`src/rtl/lc3_controller.sv`:
```
// ---------------------------------------------------------------------------
// lc3_controller
//   Pipeline sequencer for the LC3 core. Produces the per-stage enables for
//   fetch / decode / execute / writeback, the PC-update and branch-taken
//   controls for fetch, and the data-memory phase indicator. The pipeline is
//   held while a data-memory access (one or two phases) or a control-flow
//   instruction is in progress.
//
// Ports
//   clock            in   rising-edge clock
//   reset            in   asynchronous active-low reset
//   complete_instr   in   instruction memory returned valid data this cycle
//   complete_data    in   data memory finished the current phase this cycle
//   ir[15:0]         in   instruction in decode
//   ir_exec[15:0]    in   instruction in execute
//   nzp[2:0]         in   condition codes {N,Z,P} from writeback
//   enable_fetch     out  fetch enable (instruction memory read)
//   enable_updatepc  out  PC register update enable
//   enable_decode    out  decode stage enable
//   enable_execute   out  execute stage enable
//   enable_writeback out  writeback stage enable
//   br_taken         out  fetch loads the target address on PC update
//   mem_state[1:0]   out  0 read, 1 write, 2 indirect address read, 3 idle
//   mem_err          out  sticky memory-phase timeout flag
//   fsm_state[2:0]   out  current sequencer state (debug)
//
// Handshake: complete_instr / complete_data are single-cycle "done" strobes
// sampled on the rising clock edge; there is no back-pressure towards the
// memories, the enables simply stay low until the strobe arrives (or the
// phase times out).
// ---------------------------------------------------------------------------
module lc3_controller #(
    parameter int MEM_TIMEOUT = 64
) (
    input  logic        clock,
    input  logic        reset,
    input  logic        complete_instr,
    input  logic        complete_data,
    input  logic [15:0] ir,
    input  logic [15:0] ir_exec,
    input  logic [2:0]  nzp,
    output logic        enable_fetch,
    output logic        enable_updatepc,
    output logic        enable_decode,
    output logic        enable_execute,
    output logic        enable_writeback,
    output logic        br_taken,
    output logic [1:0]  mem_state,
    output logic        mem_err,
    output logic [2:0]  fsm_state
);

    typedef enum logic [2:0] {
        S_RUN = 3'd0,   // normal flow
        S_IND = 3'd1,   // indirect address read (LDI/STI first phase)
        S_RD  = 3'd2,   // data read phase
        S_WR  = 3'd3,   // data write phase
        S_BR1 = 3'd4,   // control instruction executing
        S_BR2 = 3'd5    // PC update with branch decision
    } state_t;

    localparam logic [7:0] TO_LAST = 8'(MEM_TIMEOUT - 1);

    state_t     state, next_state;
    logic       v_fet, v_dec, v_exe, v_wb;
    logic       ind_wr;       // indirect op is a store (second phase writes)
    logic [7:0] cnt;

    logic [3:0] exe_op, dec_op;
    logic       exe_is_mem, exe_is_load, exe_is_ind, dec_is_ctrl;
    logic       phase_done, mem_start, br_start;
    logic       unused_bits;

    assign exe_op      = ir_exec[15:12];
    assign dec_op      = ir[15:12];
    assign exe_is_mem  = exe_op inside {4'b0010, 4'b0110, 4'b1010, 4'b0011, 4'b0111, 4'b1011};
    assign exe_is_load = exe_op inside {4'b0010, 4'b0110, 4'b1010};
    assign exe_is_ind  = exe_op inside {4'b1010, 4'b1011};
    assign dec_is_ctrl = dec_op inside {4'b0000, 4'b1100};
    assign unused_bits = ^{ir[11:0], ir_exec[8:0]};

    // A timed-out phase is treated exactly like a completed one.
    assign phase_done = complete_data || (cnt == TO_LAST);
    assign fsm_state  = state;

    always_comb begin
        next_state       = state;
        enable_fetch     = 1'b0;
        enable_updatepc  = 1'b0;
        enable_decode    = 1'b0;
        enable_execute   = 1'b0;
        enable_writeback = 1'b0;
        br_taken         = 1'b0;
        mem_state        = 2'd3;
        mem_start        = 1'b0;
        br_start         = 1'b0;
        case (state)
            S_RUN: begin
                enable_fetch     = v_fet;
                enable_updatepc  = v_fet & complete_instr;
                enable_decode    = v_dec & complete_instr;
                enable_execute   = v_exe & complete_instr;
                enable_writeback = v_wb  & complete_instr;
                // Memory access in execute wins over a control op in decode;
                // the control op stays in decode and is seen again afterwards.
                if (enable_execute && exe_is_mem) begin
                    mem_start  = 1'b1;
                    next_state = exe_is_ind ? S_IND : (exe_is_load ? S_RD : S_WR);
                end else if (enable_decode && dec_is_ctrl) begin
                    br_start   = 1'b1;
                    next_state = S_BR1;
                end
            end
            S_IND: begin
                mem_state = 2'd2;
                if (phase_done) next_state = ind_wr ? S_WR : S_RD;
            end
            S_RD: begin
                mem_state = 2'd0;
                if (phase_done) next_state = S_RUN;
            end
            S_WR: begin
                mem_state = 2'd1;
                if (phase_done) next_state = S_RUN;
            end
            S_BR1: begin
                enable_execute   = v_exe;
                enable_writeback = v_wb;
                next_state       = S_BR2;
            end
            S_BR2: begin
                enable_updatepc = 1'b1;
                br_taken        = (exe_op == 4'b1100) ||
                                  ((exe_op == 4'b0000) && ((ir_exec[11:9] & nzp) != 3'b000));
                next_state      = S_RUN;
            end
            default: next_state = S_RUN;
        endcase
    end

    always_ff @(posedge clock or negedge reset) begin
        if (!reset) begin
            state   <= S_RUN;
            v_fet   <= 1'b0;
            v_dec   <= 1'b0;
            v_exe   <= 1'b0;
            v_wb    <= 1'b0;
            ind_wr  <= 1'b0;
            cnt     <= 8'd0;
            mem_err <= 1'b0;
        end else begin
            state <= next_state;
            v_fet <= 1'b1;
            case (state)
                S_RUN: begin
                    if (mem_start) begin
                        // The memory op leaves execute; it writes back only if it loads.
                        v_exe  <= 1'b0;
                        v_wb   <= exe_is_load;
                        ind_wr <= ~exe_is_load;
                        cnt    <= 8'd0;
                    end else if (br_start) begin
                        // Instruction fetched behind the branch is discarded.
                        v_dec <= 1'b0;
                        v_exe <= 1'b1;
                        v_wb  <= v_exe;
                    end else if (complete_instr) begin
                        v_dec <= v_fet;
                        v_exe <= v_dec;
                        v_wb  <= v_exe;
                    end
                end
                S_IND, S_RD, S_WR: begin
                    if (phase_done) begin
                        cnt <= 8'd0;
                        if (!complete_data) mem_err <= 1'b1;
                    end else begin
                        cnt <= cnt + 8'd1;
                    end
                end
                S_BR1: begin
                    v_exe <= 1'b0;
                    v_wb  <= 1'b0;
                end
                default: ;
            endcase
        end
    end

endmodule

```
`config.mk`:
```
export PLATFORM = sky130hd
export DESIGN_NAME = lc3_controller
export DESIGN_NICKNAME = d
export VERILOG_FILES = /design/src/rtl/lc3_controller.sv
export SDC_FILE = /design/constraint.sdc
export NUM_CORES = 1
export LEC_CHECK = 0
export ABC_AREA = 1
export BUFFER_PORTS_ARGS = -buffer_cell sky130_fd_sc_hd__buf_2
export CAP_MARGIN = 10
export CORE_AREA = 5 5 54 56
export DETAILED_ROUTE_END_ITERATION = 12
export DIE_AREA = 0 0 59 61
export HOLD_SLACK_MARGIN = 0.12
export PLACE_DENSITY = 0.88
export SLEW_MARGIN = 20
export SYNTH_ARGS = -nofsm -noshare
export SYNTH_HDL_FRONTEND = slang
export SYNTH_SLANG_ARGS = --single-unit
```
`constraint.sdc`:
```
create_clock -name clock -period 3.35 [get_ports clock]
set_input_delay 0.67 -clock clock [delete_from_list [all_inputs] [get_ports clock]]
set_output_delay 0.67 -clock clock [all_outputs]
set_load 0.05 [all_outputs]
```
==> results of run 1 <==
[registers in the layout, indices dropped and copies added (netlist names)]
register,count
fsm_state,3
v_wb,1
cnt,8
mem_err,1
v_dec,1
ind_wr,1
v_fet,1
v_exe,1
[worst max-delay path by stage]
stage / end / depth (start not counted) / startpoint
final: mem_state[0] / 6 / fsm_state[0]
after global routing: mem_state[0] / 6 / fsm_state[0]
after CTS: mem_state[0] / 6 / fsm_state[0]
after detailed placement: br_taken / 5 / ir_exec[15]
after global placement: br_taken / 5 / ir_exec[15]
after floorplan: br_taken / 3 / fsm_state[1]
[power groups by stage]
stage | clock network [mW] | logic (mW) | registers [mW]
global placement | 0 | 0.608 | 0.321
finish | 0.113 | 0.617 | 0.318
floorplan | 0 | 0.434 | 0.361
global route | 0.127 | 0.669 | 0.327
detailed placement | 0 | 0.617 | 0.318
CTS | 0.118 | 0.617 | 0.316
[routing by layer]
metal	track usage	part of all wire
met5	0	0
met1	0.186	0.44
met2	0.268	0.49
met4	0.0388	0.011
met3	0.0362	0.063
[cell usage in the layout (no fill, tap or decap), drive strengths merged]
master	count
nand3	19
nand4	8
nand3b	1
a31o	1
a211oi	1
o21ai	8
xor2	1
nand2	56
ha	1
clkbuf	4
dfrtp	17
xnor2	1
o211ai	1
or2	1
nor3	3
nor2	23
inv	21
buf	29
conb	1
[cells by family after synthesis]
kind of cell	Yosys count	share of synthesized area
AO/OA/AOI/OAI	11	0.0596
XOR/XNOR	2	0.0155
adder cells (fa/ha/maj)	1	0.0110
buffers and inverters	21	0.0695
flip-flops	17	0.375
other	1	0.00331
AND/OR/NAND/NOR	111	0.466
[area by class of cell]
class / instances / area (um^2)
inverters: 21 / 78.8
multi-input cells: 126 / 629
flip-flops and latches: 17 / 425
repair buffers: 29 / 145
clock buffers: 4 / 26.3
fillers: 245 / 1040
well taps: 30 / 37.5
[worst max-delay path, stage by stage, from the launching register on]
cell	delay [ps]
dfrtp_1	500
inv_1	130
nand2_4	120
nand2_4	70
inv_1	210
o21ai_0	140
buf_2	230
[metrics by stage]
stage | hold WS, ps | cells | instance area, um^2 | worst slack, ps | utilization
final | 274 | 227 | 1340 | 984 | 0.562
after global routing | 292 | 227 | 1340 | 863 | 0.562
after detailed placement | 452 | 223 | 1320 | 1260 | 0.551
after global placement | 461 | 223 | 1320 | 1280 | 0.551
after floorplan | 374 | 164 | 1130 | 541 | -
after CTS | 285 | 227 | 1340 | 986 | 0.562
==> qor.yml, run 1 <==
reg2reg_depth: 6
seqPwrFrac: 0.304
gp_congestion: 0.865
r2r_start: "cnt[0]"
synth.area.top_cells: "dfrtp_1 38%, nand2_1 17%, nand3_1 7.9%"
core-area_um2: 2390
cts_inserted_buffers: 3
syn_nets: 204
dr.pass1.iters: 4
fin_crit_sh: 0.706
fmaxAchievable_mhz: 423
slew_viol_final: 0
hold_class: "in2async"
finalCriticalPeriod_ps: 2370
htreeDepth: 1
grt_max_degree: 18
syn_to_final_growth_pct: 18.4
end_kind: "output pin"
die-width_um: 59
root_buffer: "clkbuf_4"
final-hold-violation-count: 0
synthCells: 164
rows: 18
synth_edf_count: 0
clk_latency_ps: 300
clkPwrFrac: 0.108
setup_viol: 0
gr-usage-all-layers: 0.152
grt_pass1_wl_mm: 4.21
layout-drive-gt1-share: 0.249
netlist_area_um2: 1130
p_leak_nw: 0.732
synth_cell_type_count: 25
cts_resized: 0
dpl.hpwl_mm: 1.99
io_buffers: 29
worst_r2r_endpoint: "cnt[5]"
num_io_pins: 51
postCtsSetupBuffers: 0
cp.arrival_ps: 1700
globalRouteOverflowTotal: 0
hold_buffers: 0
crit_type: "reg2out"
vias: 1135
swShare: 0.558
required_ps: 2680
yosysMostFrequentCell: "nand2_1"
yosysTopAreaCellShare: 0.375
cts_sinks: 17
antenna_found_initial: 0
start_util: 0.475
rrSetupSlack_ps: 1860
fin_nets: 238
drc: 0
ant_nets: 0
synth-seq-cells: 17
ys_warn_count: 0
power_density_nw_per_um2: 780
cts_tree: "yes"
pwr-share-comb: 0.589
grt_pass1_vias: 1015
yosys.area.top_type: "dfrtp_1"
setup_tns_ps: 0
antenna_cells: 0
drt_first_iter_violations: 31
maxCapViolCount: 0
die_y_um: 61
synthArstFlopShare: 1.00
critPathLaunchType: "register"
die-area_um2: 3600
path_clk_slew_ps: 100
avgSynthCellArea_um2: 6.91
cts_buffer_depth: 2
drt_wl_total_mm: 2.50
yosysSeqAreaShare: 0.375
fin_skew_ps: 10.8
status: "finished, final reports clean"
via_per_inst: 5.00
switchingPower_mw: 0.584
synth_ff_type: "dfrtp_1"
internal_power_mw: 0.464
routedWlPerCell_um: 11.0
worst_ir_drop_vdd_mv: 0.575
synth_common_cells: "50 x nand2_1, 19 x inv_1, 18 x nand3_1, 18 x nor2_1, 17 x dfrtp_1"
cp_max_fo: 8
power_mw: 1.05
grt_setup_unrepaired: "false"
Power figures use the tool's default switching activity.
==> run 2, diff against run 1 <==
ABC_AREA = 0   (was 1)
CORE_AREA = 5 5 55 57   (was 5 5 54 56)
DIE_AREA = 0 0 60 62   (was 0 0 59 61)
PLACE_DENSITY = 0.81   (was 0.88)
clock period = 2.5 ns   (was 3.35 ns; I/O delays follow)
==> run 2 against run 1 <==
  * Clock skew down 8.1 ps
  * Synthesized cell count down 30%
  * Core utilization down 4.6 points
  * Worst hold slack better by 200 ps
  * First-iteration DRC count up 58%
  * Register-to-register slack worse by 1500 ps
  * Synthesized area down 8.5%
  * Final area down 6.4%
  * Routed wire length up 1.2%
  * Critical endpoint is now enable_decode
  * Largest cell class unchanged
  * Largest power group unchanged
==> qor.yml, run 2 <==
status: "finished, final reports clean"
hold_class: "reg2reg"
cp.arrival_ps: 1770
cts_buffer_depth: 2
yosysTopAreaCellShare: 0.410
synthArstFlopShare: 1.00
final-hold-violation-count: 0
worst_r2r_endpoint: "fsm_state[0]"
grt_pass1_vias: 947
fin_crit_sh: 0.907
finalCriticalPeriod_ps: 2270
root_buffer: "clkbuf_4"
place_area_um2: 1220
ys_warn_count: 0
max_slew_margin: 0.534
htreeDepth: 1
post-route-util: 0.516
globalRouteOverflowTotal: 0
end_kind: "output pin"
reg2reg_depth: 5
cts_tree: "yes"
grt_pass1_wl_mm: 4.15
cp_max_fo: 9
num_io_pins: 51
die-area_um2: 3720
yosysSeqAreaShare: 0.410
startpoint: "fsm_state[1]"
grt_setup_unrepaired: "false"
start_util: 0.426
via_per_inst: 5.90
drc: 0
synth_common_cells: "17 x dfrtp_1, 10 x nand2_1, 7 x nor2_1"
fillers: 227
cts_inserted_buffers: 3
cts_sinks: 17
yosys.area.top_type: "dfrtp_1"
worst_ir_drop_vdd_mv: 0.671
regArea_um2: 425
cp-endpoint: "enable_decode"
synth.area.top_cells: "dfrtp_1 41%, nand2_1 3.6%, o21ai_0 2.9%"
die_y_um: 62
synth_cell_type_count: 48
dpl.hpwl_mm: 1.83
syn_to_final_growth_pct: 21.1
path_clk_slew_ps: 100
ant_nets: 0
power_density_nw_per_um2: 995
required_ps: 2000
rrSetupSlack_ps: 390
core-area_um2: 2430
layout-drive-gt1-share: 0.306
syn_nets: 154
largest-register: "cnt"
antenna_found_initial: 0
gr-usage-all-layers: 0.152
r2r_start: "cnt[0]"
netlist_area_um2: 1040
final_cell_mix: "29 x buf_2, 17 x dfrtp_1, 10 x nand2_1"
p_leak_nw: 0.563
routedWlPerCell_um: 14.5
fin_skew_ps: 2.66
fin_hold_ws_ps: 472
fmaxAchievable_mhz: 441
drt_first_iter_violations: 49
rows: 18
synth_edf_count: 0
grt_max_degree: 18
crit_type: "reg2out"
die-width_um: 60
final_area_um2: 1260
antenna_cells: 0
tightest_slew_ps: 696
multi_input_area_um2: 597
synthCells: 114
gp_congestion: 0.805
clk_latency_ps: 300
synth-seq-cells: 17
maxCapViolCount: 0
largest_register_ffs: 8
setup_viol: 0
drt_wl_total_mm: 2.53
slew_viol_final: 0
synth_ff_type: "dfrtp_1"
yosysMostFrequentCell: "dfrtp_1"
final_common_cell: "buf_2"
fin_nets: 185
vias: 1026
dr.pass1.iters: 4
io_buffers: 29
avgSynthCellArea_um2: 9.10
critPathLaunchType: "register"
## run 2: changes by cell type in the layout (fill, tap and decap cells not counted), sizes merged, moves of 3 or more
cell    before  now
nand4        8    1
nor4         0    4
nand2b       0    3
nand2       56   10
nor2b        0    3
inv         21    2
nand3       19    6
a31oi        0    3
a21oi        0    3
nor2        23    7
mux2         0    3
## run 2: how the worst min path moves through the flow
stage               startpoint      end  slack [ps]  cells past startpoint
finish                 mem_err  mem_err         470                      1
global route           mem_err  mem_err         480                      1
CTS                    mem_err  mem_err         470                      1
detailed placement     mem_err  mem_err         440                      1
global placement       mem_err  mem_err         430                      1
floorplan                reset   cnt[0]         200                      0
## run 2: routing by layer
layer	wire length, um	vias up	part of all wire	GRT usage
met2	1220	43	0.48	0.256
met3	190	7	0.075	0.0269
met4	70	0	0.028	0.0981
li1	-	490	-	-
met5	0	-	0	0
met1	1050	486	0.41	0.178
## run 2: report_power, final
group,internal (mW),switching [mW]
clock network,0.0622,0.0940
registers,0.340,0.0800
logic,0.220,0.453
## run 2: critical path, stage by stage, from the launching register on
cell     delay, ps
dfrtp_1        470
or2_1          370
nor2_2         200
and3_1         170
buf_2          250
## run 2: logic make-up after synthesis
logic type,after synthesis,share of synthesized area
AOI/OAI and AO/OA,29,0.198
xor gates and xnor gates,3,0.0253
adders and majority gates,1,0.0121
buffers and inverters,7,0.0277
DFF,17,0.410
muxes,4,0.0422
other,1,0.00362
and+or+nand+nor,52,0.281
## run 2: layout make-up
| class | instances | area share |
|---|---|---|
| multi-input cells | 90 | 0.475 |
| flip-flops and latches | 17 | 0.339 |
| repair buffers | 31 | 0.129 |
| well taps | 30 | 0.0299 |
| clock buffers | 4 | 0.0209 |
| inverters | 2 | 0.00598 |
## run 2: metrics by stage
stage | setup TNS, ps | setup slack [ps] | total power, mW | std cells
after floorplan | -197 | -197 | 0.935 | 114
after global placement | 0 | 440 | 1.07 | 169
after detailed placement | 0 | 406 | 1.09 | 169
after CTS | 0 | 163 | 1.25 | 174
after global routing | 0 | 85.4 | 1.33 | 174
final | 0 | 232 | 1.25 | 174
## run 2: what timing repair did
action | 4_1_cts | 5_1_grt
setup endpoints to repair | 0 | 2
resized for setup | 0 | 1
endpoints found under the hold margin | 9 | 0
hold buffers | 1 | 0
setup buffers | 0 | 0
